`src/rtl/pi_ctrl_param.sv`:
```
// pi_ctrl_param: incremental PI voltage-loop controller turning an ADC sample into a clamped divider count.
// Defining PI_DERIV_EN adds a kd_shift port, e2 history and a derivative term (latency unchanged).
module pi_ctrl_param #(
    parameter int DW       = 13,
    parameter int OW       = 12,
    parameter int SP_INIT  = 3430,
    parameter int SP_MIN   = 0,
    parameter int SP_MAX   = 4000,
    parameter int SP_STEP  = 5,
    parameter int OUT_INIT = 520,
    parameter int OUT_MIN  = 416,
    parameter int OUT_MAX  = 625
) (
    input  logic                 clk,
    input  logic                 rstn,
    input  logic                 sample_en,
    input  logic signed [DW-1:0] meas,
    input  logic                 key_add,
    input  logic                 key_sub,
    input  logic [3:0]           kp_shift,
    input  logic [3:0]           ki_shift,
`ifdef PI_DERIV_EN
    input  logic [3:0]           kd_shift,
`endif
    input  logic                 hold,
    output logic signed [DW-1:0] setpoint,
    output logic [OW-1:0]        out_cnt,
    output logic                 out_valid,
    output logic                 sat_hi,
    output logic                 sat_lo,
    output logic                 busy,
    output logic                 overrun
);

    localparam int AW = OW + 3;
    localparam logic signed [DW:0]   E_MAX    = (DW+1)'(2**(DW-1) - 1);
    localparam logic signed [DW:0]   E_MIN    = (DW+1)'(-(2**(DW-1)));
    localparam logic signed [DW:0]   SP_HI    = (DW+1)'(SP_MAX);
    localparam logic signed [DW:0]   SP_LO    = (DW+1)'(SP_MIN);
    localparam logic signed [DW:0]   SP_INC   = (DW+1)'(SP_STEP);
    localparam logic signed [DW-1:0] SP_RST   = DW'(SP_INIT);
    localparam logic signed [AW-1:0] ACC_HI   = AW'(OUT_MAX);
    localparam logic signed [AW-1:0] ACC_LO   = AW'(OUT_MIN);
    localparam logic [OW-1:0]        CNT_MAX  = OW'(OUT_MAX);
    localparam logic [OW-1:0]        CNT_MIN  = OW'(OUT_MIN);
    localparam logic [OW-1:0]        CNT_INIT = OW'(OUT_INIT);

    typedef enum logic [2:0] {
        S_IDLE = 3'd0,
        S_ERR  = 3'd1,
        S_TERM = 3'd2,
        S_SUM  = 3'd3,
        S_OUT  = 3'd4
    } state_t;

    function automatic logic signed [DW-1:0] sat_err(input logic signed [DW:0] v);
        logic signed [DW-1:0] r;
        if (v > E_MAX) begin
            r = E_MAX[DW-1:0];
        end else if (v < E_MIN) begin
            r = E_MIN[DW-1:0];
        end else begin
            r = v[DW-1:0];
        end
        return r;
    endfunction

    // The clamped value, not acc, feeds the next increment: this is the anti-windup.
    function automatic logic [OW-1:0] clamp_cnt(input logic signed [AW-1:0] a);
        logic [OW-1:0] r;
        if (a >= ACC_HI) begin
            r = CNT_MAX;
        end else if (a <= ACC_LO) begin
            r = CNT_MIN;
        end else begin
            r = a[OW-1:0];
        end
        return r;
    endfunction

    state_t state_q, state_d;
    logic signed [DW-1:0] meas_q, meas_d, e_q, e_d, e1_q, e1_d, ti_q, ti_d;
    logic signed [DW:0]   tp_q, tp_d, tp_full_s, err_full_s, sp_up_s, sp_dn_s;
    logic signed [AW-1:0] acc_q, acc_d;
    logic signed [DW-1:0] setpoint_q, setpoint_d;
    logic [OW-1:0]        out_cnt_q, out_cnt_d;
    logic                 out_valid_q, sat_hi_q, sat_lo_q, overrun_q, overrun_d;
    logic [1:0]           kadd_q, ksub_q;
    logic                 add_rise_s, sub_rise_s, busy_s, start_s;
    logic                 ld_meas_s, ld_err_s, ld_term_s, ld_sum_s, ld_out_s;
`ifdef PI_DERIV_EN
    logic signed [DW-1:0] e2_q, e2_d;
    logic signed [DW+1:0] td_q, td_d, td_full_s;
`endif

    assign busy_s     = (state_q != S_IDLE);
    assign start_s    = sample_en & ~hold;
    assign add_rise_s = kadd_q[0] & ~kadd_q[1];
    assign sub_rise_s = ksub_q[0] & ~ksub_q[1];

    // FSM next-state logic: one cycle per state once an update starts.
    always_comb begin
        case (state_q)
            S_IDLE:  state_d = start_s ? S_ERR : S_IDLE;
            S_ERR:   state_d = S_TERM;
            S_TERM:  state_d = S_SUM;
            S_SUM:   state_d = S_OUT;
            S_OUT:   state_d = S_IDLE;
            default: state_d = S_IDLE;
        endcase
    end

    // FSM output decode: per-state load enables for the datapath.
    always_comb begin
        ld_meas_s = 1'b0;
        ld_err_s  = 1'b0;
        ld_term_s = 1'b0;
        ld_sum_s  = 1'b0;
        ld_out_s  = 1'b0;
        case (state_q)
            S_IDLE:  ld_meas_s = start_s;
            S_ERR:   ld_err_s  = 1'b1;
            S_TERM:  ld_term_s = 1'b1;
            S_SUM:   ld_sum_s  = 1'b1;
            S_OUT:   ld_out_s  = 1'b1;
            default: ld_meas_s = 1'b0;
        endcase
    end

    // Datapath next-state: error, shifted terms, accumulation and output clamp.
    always_comb begin
        err_full_s = {setpoint_q[DW-1], setpoint_q} - {meas_q[DW-1], meas_q};
        tp_full_s  = {e_q[DW-1], e_q} - {e1_q[DW-1], e1_q};
`ifdef PI_DERIV_EN
        td_full_s  = {{2{e_q[DW-1]}}, e_q} - {e1_q[DW-1], e1_q, 1'b0} + {{2{e2_q[DW-1]}}, e2_q};
`endif
        if (ld_meas_s) begin
            meas_d = meas;
        end else begin
            meas_d = meas_q;
        end
        if (ld_err_s) begin
            e_d = sat_err(err_full_s);
        end else begin
            e_d = e_q;
        end
        if (ld_term_s) begin
            ti_d = e_q >>> ki_shift;
            tp_d = tp_full_s >>> kp_shift;
`ifdef PI_DERIV_EN
            td_d = td_full_s >>> kd_shift;
`endif
        end else begin
            ti_d = ti_q;
            tp_d = tp_q;
`ifdef PI_DERIV_EN
            td_d = td_q;
`endif
        end
        if (ld_sum_s) begin
`ifdef PI_DERIV_EN
            acc_d = $signed({3'b000, out_cnt_q}) + AW'(ti_q) + AW'(tp_q) + AW'(td_q);
`else
            acc_d = $signed({3'b000, out_cnt_q}) + AW'(ti_q) + AW'(tp_q);
`endif
        end else begin
            acc_d = acc_q;
        end
        if (ld_out_s) begin
            out_cnt_d = clamp_cnt(acc_q);
            e1_d      = e_q;
`ifdef PI_DERIV_EN
            e2_d      = e1_q;
`endif
        end else begin
            out_cnt_d = out_cnt_q;
            e1_d      = e1_q;
`ifdef PI_DERIV_EN
            e2_d      = e2_q;
`endif
        end
        overrun_d = overrun_q | (start_s & busy_s);
    end

    // Setpoint next-state: saturate before writing so it never leaves [SP_MIN, SP_MAX].
    always_comb begin
        sp_up_s = {setpoint_q[DW-1], setpoint_q} + SP_INC;
        sp_dn_s = {setpoint_q[DW-1], setpoint_q} - SP_INC;
        case ({add_rise_s, sub_rise_s})
            2'b10:   setpoint_d = (sp_up_s > SP_HI) ? SP_HI[DW-1:0] : sp_up_s[DW-1:0];
            2'b01:   setpoint_d = (sp_dn_s < SP_LO) ? SP_LO[DW-1:0] : sp_dn_s[DW-1:0];
            default: setpoint_d = setpoint_q;
        endcase
    end

    // State and datapath registers with synchronous active-low reset.
    always_ff @(posedge clk) begin
        if (!rstn) begin
            state_q     <= S_IDLE;
            meas_q      <= '0;
            e_q         <= '0;
            e1_q        <= '0;
            ti_q        <= '0;
            tp_q        <= '0;
            acc_q       <= '0;
            out_cnt_q   <= CNT_INIT;
            out_valid_q <= 1'b0;
            sat_hi_q    <= (CNT_INIT == CNT_MAX);
            sat_lo_q    <= (CNT_INIT == CNT_MIN);
            overrun_q   <= 1'b0;
            setpoint_q  <= SP_RST;
            kadd_q      <= 2'b00;
            ksub_q      <= 2'b00;
`ifdef PI_DERIV_EN
            e2_q        <= '0;
            td_q        <= '0;
`endif
        end else begin
            state_q     <= state_d;
            meas_q      <= meas_d;
            e_q         <= e_d;
            e1_q        <= e1_d;
            ti_q        <= ti_d;
            tp_q        <= tp_d;
            acc_q       <= acc_d;
            out_cnt_q   <= out_cnt_d;
            out_valid_q <= ld_out_s;
            sat_hi_q    <= (out_cnt_d == CNT_MAX);
            sat_lo_q    <= (out_cnt_d == CNT_MIN);
            overrun_q   <= overrun_d;
            setpoint_q  <= setpoint_d;
            kadd_q      <= {kadd_q[0], key_add};
            ksub_q      <= {ksub_q[0], key_sub};
`ifdef PI_DERIV_EN
            e2_q        <= e2_d;
            td_q        <= td_d;
`endif
        end
    end

    assign setpoint  = setpoint_q;
    assign out_cnt   = out_cnt_q;
    assign out_valid = out_valid_q;
    assign sat_hi    = sat_hi_q;
    assign sat_lo    = sat_lo_q;
    assign busy      = busy_s;
    assign overrun   = overrun_q;

endmodule

```
`config.mk`:
```
export PLATFORM = sky130hd
export DESIGN_NAME = pi_ctrl_param
export DESIGN_NICKNAME = d
export VERILOG_FILES = /design/src/rtl/pi_ctrl_param.sv
export SDC_FILE = /design/constraint.sdc
export NUM_CORES = 1
export LEC_CHECK = 0
export ABC_AREA = 1
export BUFFER_PORTS_ARGS = -buffer_cell sky130_fd_sc_hd__buf_4
export CAP_MARGIN = 30
export CELL_PAD_IN_SITES_DETAIL_PLACEMENT = 1
export CELL_PAD_IN_SITES_GLOBAL_PLACEMENT = 1
export CORE_MARGIN = 1.5
export CORE_UTILIZATION = 44
export CTS_CLUSTER_SIZE = 12
export DETAILED_ROUTE_END_ITERATION = 7
export GPL_ROUTABILITY_DRIVEN = 0
export PLACE_DENSITY = 0.83
export SYNTH_ARGS = -nofsm -noshare
export SYNTH_HDL_FRONTEND = slang
export SYNTH_SLANG_ARGS = --single-unit
```
`constraint.sdc`:
```
create_clock -name clk -period 3.1 [get_ports clk]
set_input_delay 0.62 -clock clk [delete_from_list [all_inputs] [get_ports clk]]
set_output_delay 0.62 -clock clk [all_outputs]
set_load 0.02 [all_outputs]
```
==> results of run 1 <==
[how the worst min path moves through the flow]
stage | from | endpoint | slack, ps | depth (start not counted)
2_1_floorplan | ksub_q[0] | ksub_q[1] | 410 | 2
3_3_place_gp | ksub_q[0] | ksub_q[1] | 410 | 2
3_5_place_dp | kadd_q[0] | kadd_q[1] | 420 | 2
4_1_cts | key_sub | ksub_q[0] | 360 | 3
5_1_grt | key_sub | ksub_q[0] | 360 | 3
6_report | key_sub | ksub_q[0] | 370 | 3
[power groups by stage]
stage / Combinational (mW) / Sequential (mW) / Clock, mW
final: 1.71 / 1.72 / 1.88
after global placement: 1.64 / 1.74 / 0
after detailed placement: 1.69 / 1.75 / 0
after global routing: 1.95 / 1.73 / 1.98
after CTS: 1.71 / 1.72 / 1.91
after floorplan: 1.25 / 1.72 / 0
[sequential cells by signal, summed over array words and instances (netlist names)]
| signal | cells |
|---|---|
| acc_q | 15 |
| tp_q | 14 |
| e1_q | 13 |
| e_q | 13 |
| meas_q | 13 |
| setpoint | 13 |
| ti_q | 13 |
| out_cnt | 12 |
| state_q | 3 |
| kadd_q | 2 |
| ksub_q | 2 |
| out_valid | 1 |
| overrun | 1 |
| sat_hi | 1 |
| sat_lo | 1 |
[cell type report]
type	instances	area, sq um
multi-input cells	915	5070
repair buffers	65	488
well taps	234	293
fillers	2466	9120
flip-flops and latches	117	2340
inverters	188	706
clock inverters	13	126
clock buffers	19	433
[metrics by stage]
stage	std cells	total power, mW	setup WS [ps]
floorplan	1262	2.97	571
global placement	1519	3.38	588
detailed placement	1519	3.43	482
CTS	1551	5.33	352
global route	1551	5.66	108
finish	1551	5.30	360
[metal layers]
layer / GRT usage / wire, um / vias up
met5: 0 / 0 / -
met4: 0.0798 / 455 / 0
met3: 0.0417 / 862 / 35
met2: 0.482 / 12300 / 147
met1: 0.343 / 11900 / 4048
li1: - / - / 4218
[cells in the mapped netlist (5+ instances only)]
cell      number  area share
nand2_1      292        0.13
nand2_2        9      0.0068
fa_1          15       0.036
ha_1          44       0.066
a31oi_1        7      0.0053
buf_2          5      0.0030
o211ai_1       8      0.0072
o21ai_1        7      0.0042
nor2_1        79       0.036
buf_4          5      0.0045
or2_2          5      0.0038
nor3_1        13      0.0078
nand3_1      103       0.062
xnor2_1        5      0.0053
nand4_1       12      0.0090
a21oi_1      128       0.077
dfxtp_1      117        0.28
nand3_2        8      0.0096
inv_1        176       0.080
inv_2          8      0.0036
o21ai_0      110       0.066
xor2_1        24       0.025
clkbuf_1      32       0.014
[kinds of logic after synthesis]
family                     after synthesis  synth area share
AOI/OAI and AO/OA                      286             0.187
xor gates and xnor gates                30            0.0325
adders and majority gates               59             0.102
buffers and inverters                  230             0.107
DFF                                    117             0.282
muxes                                    4           0.00482
and+or+nand+nor                        536             0.284
[critical path, stage by stage, from the launching register on]
cell	delay [ps]
dfxtp_1	340
fa_1	570
ha_1	180
inv_1	60
fa_1	400
inv_1	70
nand3_1	60
nand2_1	140
a31oi_1	140
o21ai_0	290
nor2_1	80
o21ai_0	160
o211ai_1	100
inv_1	70
==> results by group, run 1 <==
Synth
  – Yosys reg bits: 117
  – Synth warn: 0
  – Cells after synthesis: 1262
  – Post-Syn Nets: 1348
  – Mean post-synth cell area: 6.58 sq um
  – Register area share after synthesis: 0.282
  – Post-synthesis cell type count: 49
  – Top_reg_cell synth: dfxtp_1
  – Post-synth EDFFs: 0
  – Mapped Area: 0.00831 sq mm
  – Post-synth ARST share: 0

STA
  – Worst Hold Margin: 373 ps
  – Final period util: 0.884
  – Setup violators final: 0
  – RSZ-0062 raised after global routing: no
  – Slew Limit Fails: 0
  – Final Hold Vio Count: 0
  – Rel. slew slack: 0.508
  – Final setup TNS: 0 ps
  – Clk_skew: 9.27 ps
  – Final critical-path required period: 2740 ps
  – Measured slew at the worst slew-check pin: 738 ps
  – Fmax: 365 MHz

Cells and area
  – Post-layout util: 0.509
  – Most frequent cells in the layout: nand2_1, inv_1, a21oi_1, dfxtp_1, o21ai_0
  – Final instance area: 0.00946 sq mm
  – N_diodes: 0
  – P&R area growth vs syn: 13.9%
  – Commonest non-fill, non-tap cell in the layout: nand2_1
  – Final net count: 1390
  – Layout cell share with drive strength beyond 1: 0.108

Clock network
  – Worst-Skew Late Latency: 430 ps
  – CTS H-tree lvls: 4
  – Cts bufs inserted: 17
  – CTS tree: yes
  – Root Buffer: clkbuf_16
  – Clk sinks: 117
  – CTS clk-pin slew, worst paths: 60 ps
  – # hold bufs at CTS: 0
  – Max clock buf depth: 2
  – Post_cts resized: 0
  – Setup Buffers After CTS: 0

Floorplan
  – Initial Util: 0.447
  – Die area: 0.0197 sq mm
  – Die Y: 140 um
  – Core Box Area: 0.0186 sq mm
  – I/O pins: 57
  – FP Rows: 50
  – Width of the die: 140 um

Worst setup path
  – Worst Path Arrival: 3110 ps
  – CP startpoint kind: register
  – Crit path capture: acc_q[11]
  – Critical R2R Launch: out_cnt[1]
  – Setup CP Type: reg2reg
  – Crit path from: out_cnt[1]
  – Worst EP required: 3470 ps
  – Reg2Reg Setup Slack: 360 ps
  – Reg-to-reg endpoint: acc_q[11]
  – Worst Reg-to-Reg Cells: 13
  – Crit-path max FO: 4
  – Critical Path Sink Type: register

Placement
  – Placed cell areas: 0.00890 sq mm
  – Hpwl dp: 19500 um
  – PortBufs: 56

Pwr
  – Static leakage: 4.60 nW
  – Combinational power share: 0.322
  – P_int: 3.29 mW
  – Pwr Density: 560 mW/mm^2
  – Sw frac: 0.379
  – Sw power: 2.01 mW
  – Sequential share of power: 0.324
  – Clk pwr share: 0.354
  – VDD IR max: 0.405 mV

Detailed routing
  – Pre-antenna DRT Iters: 5
  – Post-Route WL: 25500 um
  – Via count: 8448
  – DR iter-0 viols: 339
  – Wire length per cell: 16.5 um
  – Post-DRT Antenna Nets: 0
  – Vias/cell: 5.45
  – DRC: 0

Min path
  – Hold WC Path Type: in2reg

Global routing
  – Initial antenna violation count: 0
  – Largest net degree at the start of global routing: 48
  – Remaining Overflow, GRT: 0
  – Number of global-route vias before repair: 8820
  – GRT Total Usage: 0.273
  – Global-route wire length before repair: 43000 um

Status
  – Status: finished clean

Run
  – Total of max-cap violations: 0
Note: power is estimated with default switching activity, not from simulation.
==> run 2: changes to the inputs <==
==> constraint.sdc (replaced) <==
create_clock -name clk -period 3.1 [get_ports clk]
set_input_delay 0.155 -clock clk [delete_from_list [all_inputs] [get_ports clk]]
set_output_delay 0.155 -clock clk [all_outputs]
set_load 0.02 [all_outputs]
==> results by group, run 2 (synthesis results as in run 1) <==
Detailed routing
  – Post-DRT Antenna Nets: 0 (unchanged)
  – Via count: 8477 (was 8448)
  – Post-Route WL: 26200 um (was 25500 um)
  – Pre-antenna DRT Iters: 5 (unchanged)
  – DR iter-0 viols: 423 (was 339)
  – Vias/cell: 5.45 (about the same)
  – DRC: 0 (unchanged)
  – Wire length per cell: 16.9 um (was 16.5 um)

STA
  – Rel. slew slack: 0.506 (was 0.508)
  – Measured slew at the worst slew-check pin: 740 ps (was 738 ps)
  – Slew Limit Fails: 0 (unchanged)
  – Final period util: 0.897 (was 0.884)
  – Final setup TNS: 0 ps (unchanged)
  – RSZ-0062 raised after global routing: no (unchanged)
  – Final critical-path required period: 2780 ps (was 2740 ps)
  – Clk_skew: 10.1 ps (was 9.27 ps)
  – Fmax: 360 MHz (was 365 MHz)
  – Final Hold Vio Count: 0 (unchanged)
  – Worst Hold Margin: 12.3 ps (was 373 ps)
  – Setup violators final: 0 (unchanged)

Floorplan
  – I/O pins: 57 (unchanged)
  – Core Box Area: 0.0186 sq mm (unchanged)
  – Die area: 0.0197 sq mm (unchanged)
  – FP Rows: 50 (unchanged)
  – Width of the die: 140 um (unchanged)
  – Die Y: 140 um (unchanged)
  – Initial Util: 0.447 (unchanged)

Cells and area
  – Final instance area: 0.00954 sq mm (was 0.00946 sq mm)
  – Final net count: 1393 (was 1390)
  – Top reg by flops: acc_q (unchanged)
  – P&R area growth vs syn: 14.8% (was 13.9%)
  – Layout cell share with drive strength beyond 1: 0.109 (was 0.108)
  – Footprint of the multi-input gates: 0.00507 sq mm (unchanged)
  – N_diodes: 0 (unchanged)
  – Fill cells: 2505 (was 2466)
  – Commonest non-fill, non-tap cell in the layout: nand2_1 (unchanged)
  – Largest registers: acc_q x15, tp_q x14 (unchanged)
  – Seq. cell area: 0.00234 sq mm (unchanged)
  – Flip-flop count of the largest register after layout: 15 (unchanged)
  – Most frequent cells in the layout: nand2_1, inv_1, a21oi_1, dfxtp_1, o21ai_0 (unchanged)

Worst setup path
  – Cell Chain, Critical Path: inv_1 > fa_1 > inv_1 > ha_1 > inv_1 > fa_1 > inv_1 > nand3_1 > nand2_1 > a31oi_1 > o21ai_0 > nor2_1 > o21ai_0 > o211ai_1 > inv_1 (was fa_1 > ha_1 > inv_1 > fa_1 > inv_1 > nand3_1 > nand2_1 > a31oi_1 > o21ai_0 > nor2_1 > o21ai_0 > o211ai_1 > inv_1)
  – CP top delay family: adder cells (unchanged)
  – Crit path top cell by count: inv_1 (unchanged)
  – Setup CP Type: reg2reg (unchanged)
  – Max stage delay cell, worst path: fa_1 (unchanged)
  – CP startpoint kind: register (unchanged)
  – Worst EP required: 3480 ps (was 3470 ps)
  – Worst Path Arrival: 3160 ps (was 3110 ps)
  – Crit path buf inv count: 5 (was 3)
  – Crit-path max FO: 4 (unchanged)
  – Critical Path Max Stage Delay: 430 ps (was 570 ps)
  – Critical Path Sink Type: register (unchanged)

Clock network
  – Cts bufs inserted: 17 (unchanged)
  – CTS tree: yes (unchanged)
  – Root Buffer: clkbuf_16 (unchanged)
  – CTS H-tree lvls: 4 (unchanged)
  – Clk sinks: 117 (unchanged)
  – CTS clk-pin slew, worst paths: 60 ps (about the same)
  – Worst-Skew Late Latency: 430 ps (about the same)
  – Setup Buffers After CTS: 0 (unchanged)
  – Post_cts resized: 0 (unchanged)
  – Max clock buf depth: 2 (unchanged)

Pwr
  – Sw power: 2.06 mW (was 2.01 mW)
  – Clk pwr share: 0.371 (was 0.354)
  – Sw frac: 0.377 (was 0.379)
  – VDD IR max: 0.418 mV (was 0.405 mV)
  – Pwr Density: 573 mW/mm^2 (was 560 mW/mm^2)
  – Combinational power share: 0.314 (was 0.322)
  – Power Total: 5.47 mW (was 5.30 mW)
  – Sequential share of power: 0.314 (was 0.324)
  – P_int: 3.41 mW (was 3.29 mW)
  – Static leakage: 4.64 nW (was 4.60 nW)

Global routing
  – Global-route wire length before repair: 43000 um (about the same)
  – Largest net degree at the start of global routing: 48 (unchanged)
  – Number of global-route vias before repair: 8533 (was 8820)
  – GRT Total Usage: 0.274 (was 0.273)
  – Remaining Overflow, GRT: 0 (unchanged)
  – Initial antenna violation count: 0 (unchanged)

Run
  – Total of max-cap violations: 0 (unchanged)

Placement
  – Hpwl dp: 19600 um (was 19500 um)
  – Placed cell areas: 0.00890 sq mm (unchanged)
  – PortBufs: 56 (unchanged)

Min path
  – Hold WC Path Type: in2reg (unchanged)

Status
  – Status: finished clean (unchanged)
-- run 2: worst paths after layout --
| check | from | to | slack (ps) | cells past startpoint |
|---|---|---|---|---|
| min reg2reg | kadd_q[0] | kadd_q[1] | 430 | 2 |
| max reg2reg | out_cnt[0] | acc_q[11] | 320 | 15 |
| min | meas[3] | meas_q[3] | 10 | 3 |
| max | out_cnt[0] | acc_q[11] | 320 | 15 |
-- run 2: layout make-up --
cell class,count,share of cell area
inverter,188,0.0740
tap,234,0.0307
timing repair buffer,68,0.0543
clock buffer,18,0.0461
multi-input combinational,915,0.532
sequential,117,0.246
clock inverter,14,0.0172
-- run 2: routing by layer --
| layer | share of wire | track usage | wire (um) | vias up |
|---|---|---|---|---|
| met5 | 0 | 0 | 0 | - |
| met4 | 0.015 | 0.0742 | 393 | 0 |
| met3 | 0.040 | 0.0424 | 1040 | 34 |
| met2 | 0.49 | 0.485 | 12800 | 174 |
| met1 | 0.46 | 0.346 | 12000 | 4056 |
| li1 | - | - | - | 4213 |
-- run 2: power by group through the flow --
stage / clock [mW] / sequential, mW / combinational [mW]
3_3_place_gp: 0 / 1.74 / 1.64
2_1_floorplan: 0 / 1.72 / 1.25
6_report: 2.03 / 1.72 / 1.72
4_1_cts: 2.05 / 1.72 / 1.72
5_1_grt: 2.11 / 1.73 / 1.94
3_5_place_dp: 0 / 1.75 / 1.68
-- run 2: timing repair --
| item | CTS | global route |
|---|---|---|
| hold buffers | 3 | 0 |
| endpoints found under the hold margin | 3 | 0 |
| endpoints found under the setup margin | 0 | 0 |
-- run 2: stage by stage --
| stage | worst slack [ps] | utilization | instances |
|---|---|---|---|
| floorplan | 571 | - | 1262 |
| global placement | 585 | 0.479 | 1519 |
| detailed placement | 431 | 0.479 | 1519 |
| CTS | 356 | 0.513 | 1554 |
| global route | 157 | 0.513 | 1554 |
| finish | 319 | 0.513 | 1554 |
-- run 2: worst min-delay path, delay by kind of cell --
family / cells / cell delay [ps]
buf+inv: 1 / 70
compound gates: 2 / 170
==> run 3: changes to the inputs <==
Clock period 3.1 ns to 2.75 ns, I/O delays scaled along.
==> results by group, run 3 (synthesis results as in run 1) <==
Placement
  – Hpwl dp: 20700 um (was 19600 um)
  – Placed cell areas: 0.00900 sq mm (was 0.00890 sq mm)
  – Cells after DPL: 1532 (was 1519)
  – PortBufs: 56 (unchanged)

Cells and area
  – Top reg by flops: acc_q (unchanged)
  – N_diodes: 0 (unchanged)
  – P&R area growth vs syn: 16.8% (was 14.8%)
  – Most frequent cells in the layout: nand2_1, inv_1, a21oi_1, dfxtp_1, o21ai_0 (unchanged)
  – Flip-flop count of the largest register after layout: 15 (unchanged)
  – Layout cell share with drive strength beyond 1: 0.124 (was 0.109)
  – Final net count: 1409 (was 1393)
  – Filler-free cell count of the finished design: 1569 (was 1554)
  – Final instance area: 0.00970 sq mm (was 0.00954 sq mm)
  – Largest registers: acc_q x15, tp_q x14 (unchanged)
  – Commonest non-fill, non-tap cell in the layout: nand2_1 (unchanged)

Pwr
  – Static leakage: 4.73 nW (was 4.64 nW)
  – VDD IR max: 0.479 mV (was 0.418 mV)
  – Power Total: 6.24 mW (was 5.47 mW)
  – Pwr Density: 643 mW/mm^2 (was 573 mW/mm^2)

Status
  – Status: finished clean (unchanged)

Detailed routing
  – DRC: 0 (unchanged)
  – Pre-antenna DRT Iters: 5 (unchanged)
  – Via count: 8667 (was 8477)
  – DR iter-0 viols: 382 (was 423)
  – Post-Route WL: 27800 um (was 26200 um)
  – Wire length per cell: 17.7 um (was 16.9 um)
  – Post-DRT Antenna Nets: 0 (unchanged)
  – Vias/cell: 5.52 (was 5.45)

Worst setup path
  – Crit path buf inv count: 2 (was 5)
  – CP top delay family: adder cells (unchanged)
  – Setup CP Type: reg2reg (unchanged)
  – Critical Path Sink Type: register (unchanged)
  – Crit-path max FO: 4 (unchanged)
  – Crit path top cell by count: nor2_1 (was inv_1)
  – Cell Chain, Critical Path: fa_1 > ha_4 > nand3_1 > nand3_1 > inv_1 > nor2_1 > nor2_1 > nor2_1 > o22ai_1 > o21ai_0 > xor2_1 > nand2_1 > nand2_1 > inv_1 (was inv_1 > fa_1 > inv_1 > ha_1 > inv_1 > fa_1 > inv_1 > nand3_1 > nand2_1 > a31oi_1 > o21ai_0 > nor2_1 > o21ai_0 > o211ai_1 > inv_1)
  – Max stage delay cell, worst path: fa_1 (unchanged)
  – Critical Path Max Stage Delay: 610 ps (was 430 ps)
  – Worst Path Arrival: 2950 ps (was 3160 ps)
  – Worst EP required: 3080 ps (was 3480 ps)
  – CP startpoint kind: register (unchanged)

Floorplan
  – I/O pins: 57 (unchanged)
  – Core Box Area: 0.0186 sq mm (unchanged)
  – Die area: 0.0197 sq mm (unchanged)
  – Initial Util: 0.447 (unchanged)
  – Die Y: 140 um (unchanged)
  – Width of the die: 140 um (unchanged)
  – FP Rows: 50 (unchanged)

STA
  – Fmax: 382 MHz (was 360 MHz)
  – Final setup TNS: 0 ps (unchanged)
  – Slew Limit Fails: 0 (unchanged)
  – Worst Hold Margin: 11.9 ps (was 12.3 ps)
  – Final period util: 0.953 (was 0.897)
  – Final critical-path required period: 2620 ps (was 2780 ps)
  – Measured slew at the worst slew-check pin: 673 ps (was 740 ps)
  – Clk_skew: 12.6 ps (was 10.1 ps)
  – Rel. slew slack: 0.551 (was 0.506)
  – Setup violators final: 0 (unchanged)
  – Final Hold Vio Count: 0 (unchanged)

Clock network
  – Max clock buf depth: 2 (unchanged)
  – Cts bufs inserted: 17 (unchanged)
  – Worst-Skew Late Latency: 430 ps (about the same)
  – CTS tree: yes (unchanged)
  – Clk sinks: 117 (unchanged)
  – CTS clk-pin slew, worst paths: 60 ps (about the same)
  – Root Buffer: clkbuf_16 (unchanged)
  – CTS H-tree lvls: 4 (unchanged)

Min path
  – Hold WC Path Type: in2reg (unchanged)

Global routing
  – Initial antenna violation count: 0 (unchanged)
  – Remaining Overflow, GRT: 0 (unchanged)
  – Largest net degree at the start of global routing: 56 (was 48)
  – Number of global-route vias before repair: 9191 (was 8533)
  – GRT Total Usage: 0.292 (was 0.274)
  – Global-route wire length before repair: 45800 um (was 43000 um)

Run
  – Total of max-cap violations: 0 (unchanged)
==> run 3: through the flow <==
| stage | setup slack, ps | util |
|---|---|---|
| finish | 129 | 0.522 |
| global route | -17.4 | 0.522 |
| CTS | 35.6 | 0.520 |
| detailed placement | 47.7 | 0.484 |
| global placement | 229 | 0.484 |
| floorplan | 221 | - |
==> run 3: layer usage <==
metal  track usage  share of wire
met2         0.515           0.49
met1         0.359           0.44
met5             0              0
met4         0.101          0.025
met3        0.0503          0.043
==> run 3: power breakdown <==
| group | internal [mW] | switching (mW) | total (mW) |
|---|---|---|---|
| logic | 0.693 | 1.33 | 2.02 |
| clock network | 1.43 | 0.873 | 2.30 |
| registers | 1.80 | 0.114 | 1.91 |
==> run 3: cell type report <==
class,instances,area (sq um)
flip-flops and latches,117,2340
multi-input cells,915,5110
well taps,234,293
fillers,2482,8880
clock buffers,17,425
repair buffers,84,643
clock inverters,14,176
inverters,188,706
==> run 3: path summary, 6_finish.rpt <==
check	start	end	slack [ps]	cells after the start
hold / removal	meas[1]	meas_q[1]	10	3
hold reg to reg	ksub_q[0]	ksub_q[1]	440	2
setup reg to reg	out_cnt[3]	acc_q[12]	130	14
setup / recovery	out_cnt[3]	acc_q[12]	130	14
==> run 3: repair_timing <==
action,in CTS,in global routing
gates resized for setup,3,10
hold buffers,5,0
buffers inserted,1,0
hold endpoints to repair,5,0
pin swaps,2,5
endpoints found under the setup margin,1,5
==> run 3: worst min-delay path, stage by stage <==
cell     delay [ps]
buf_4            70
o21ai_0          70
a21oi_1         110
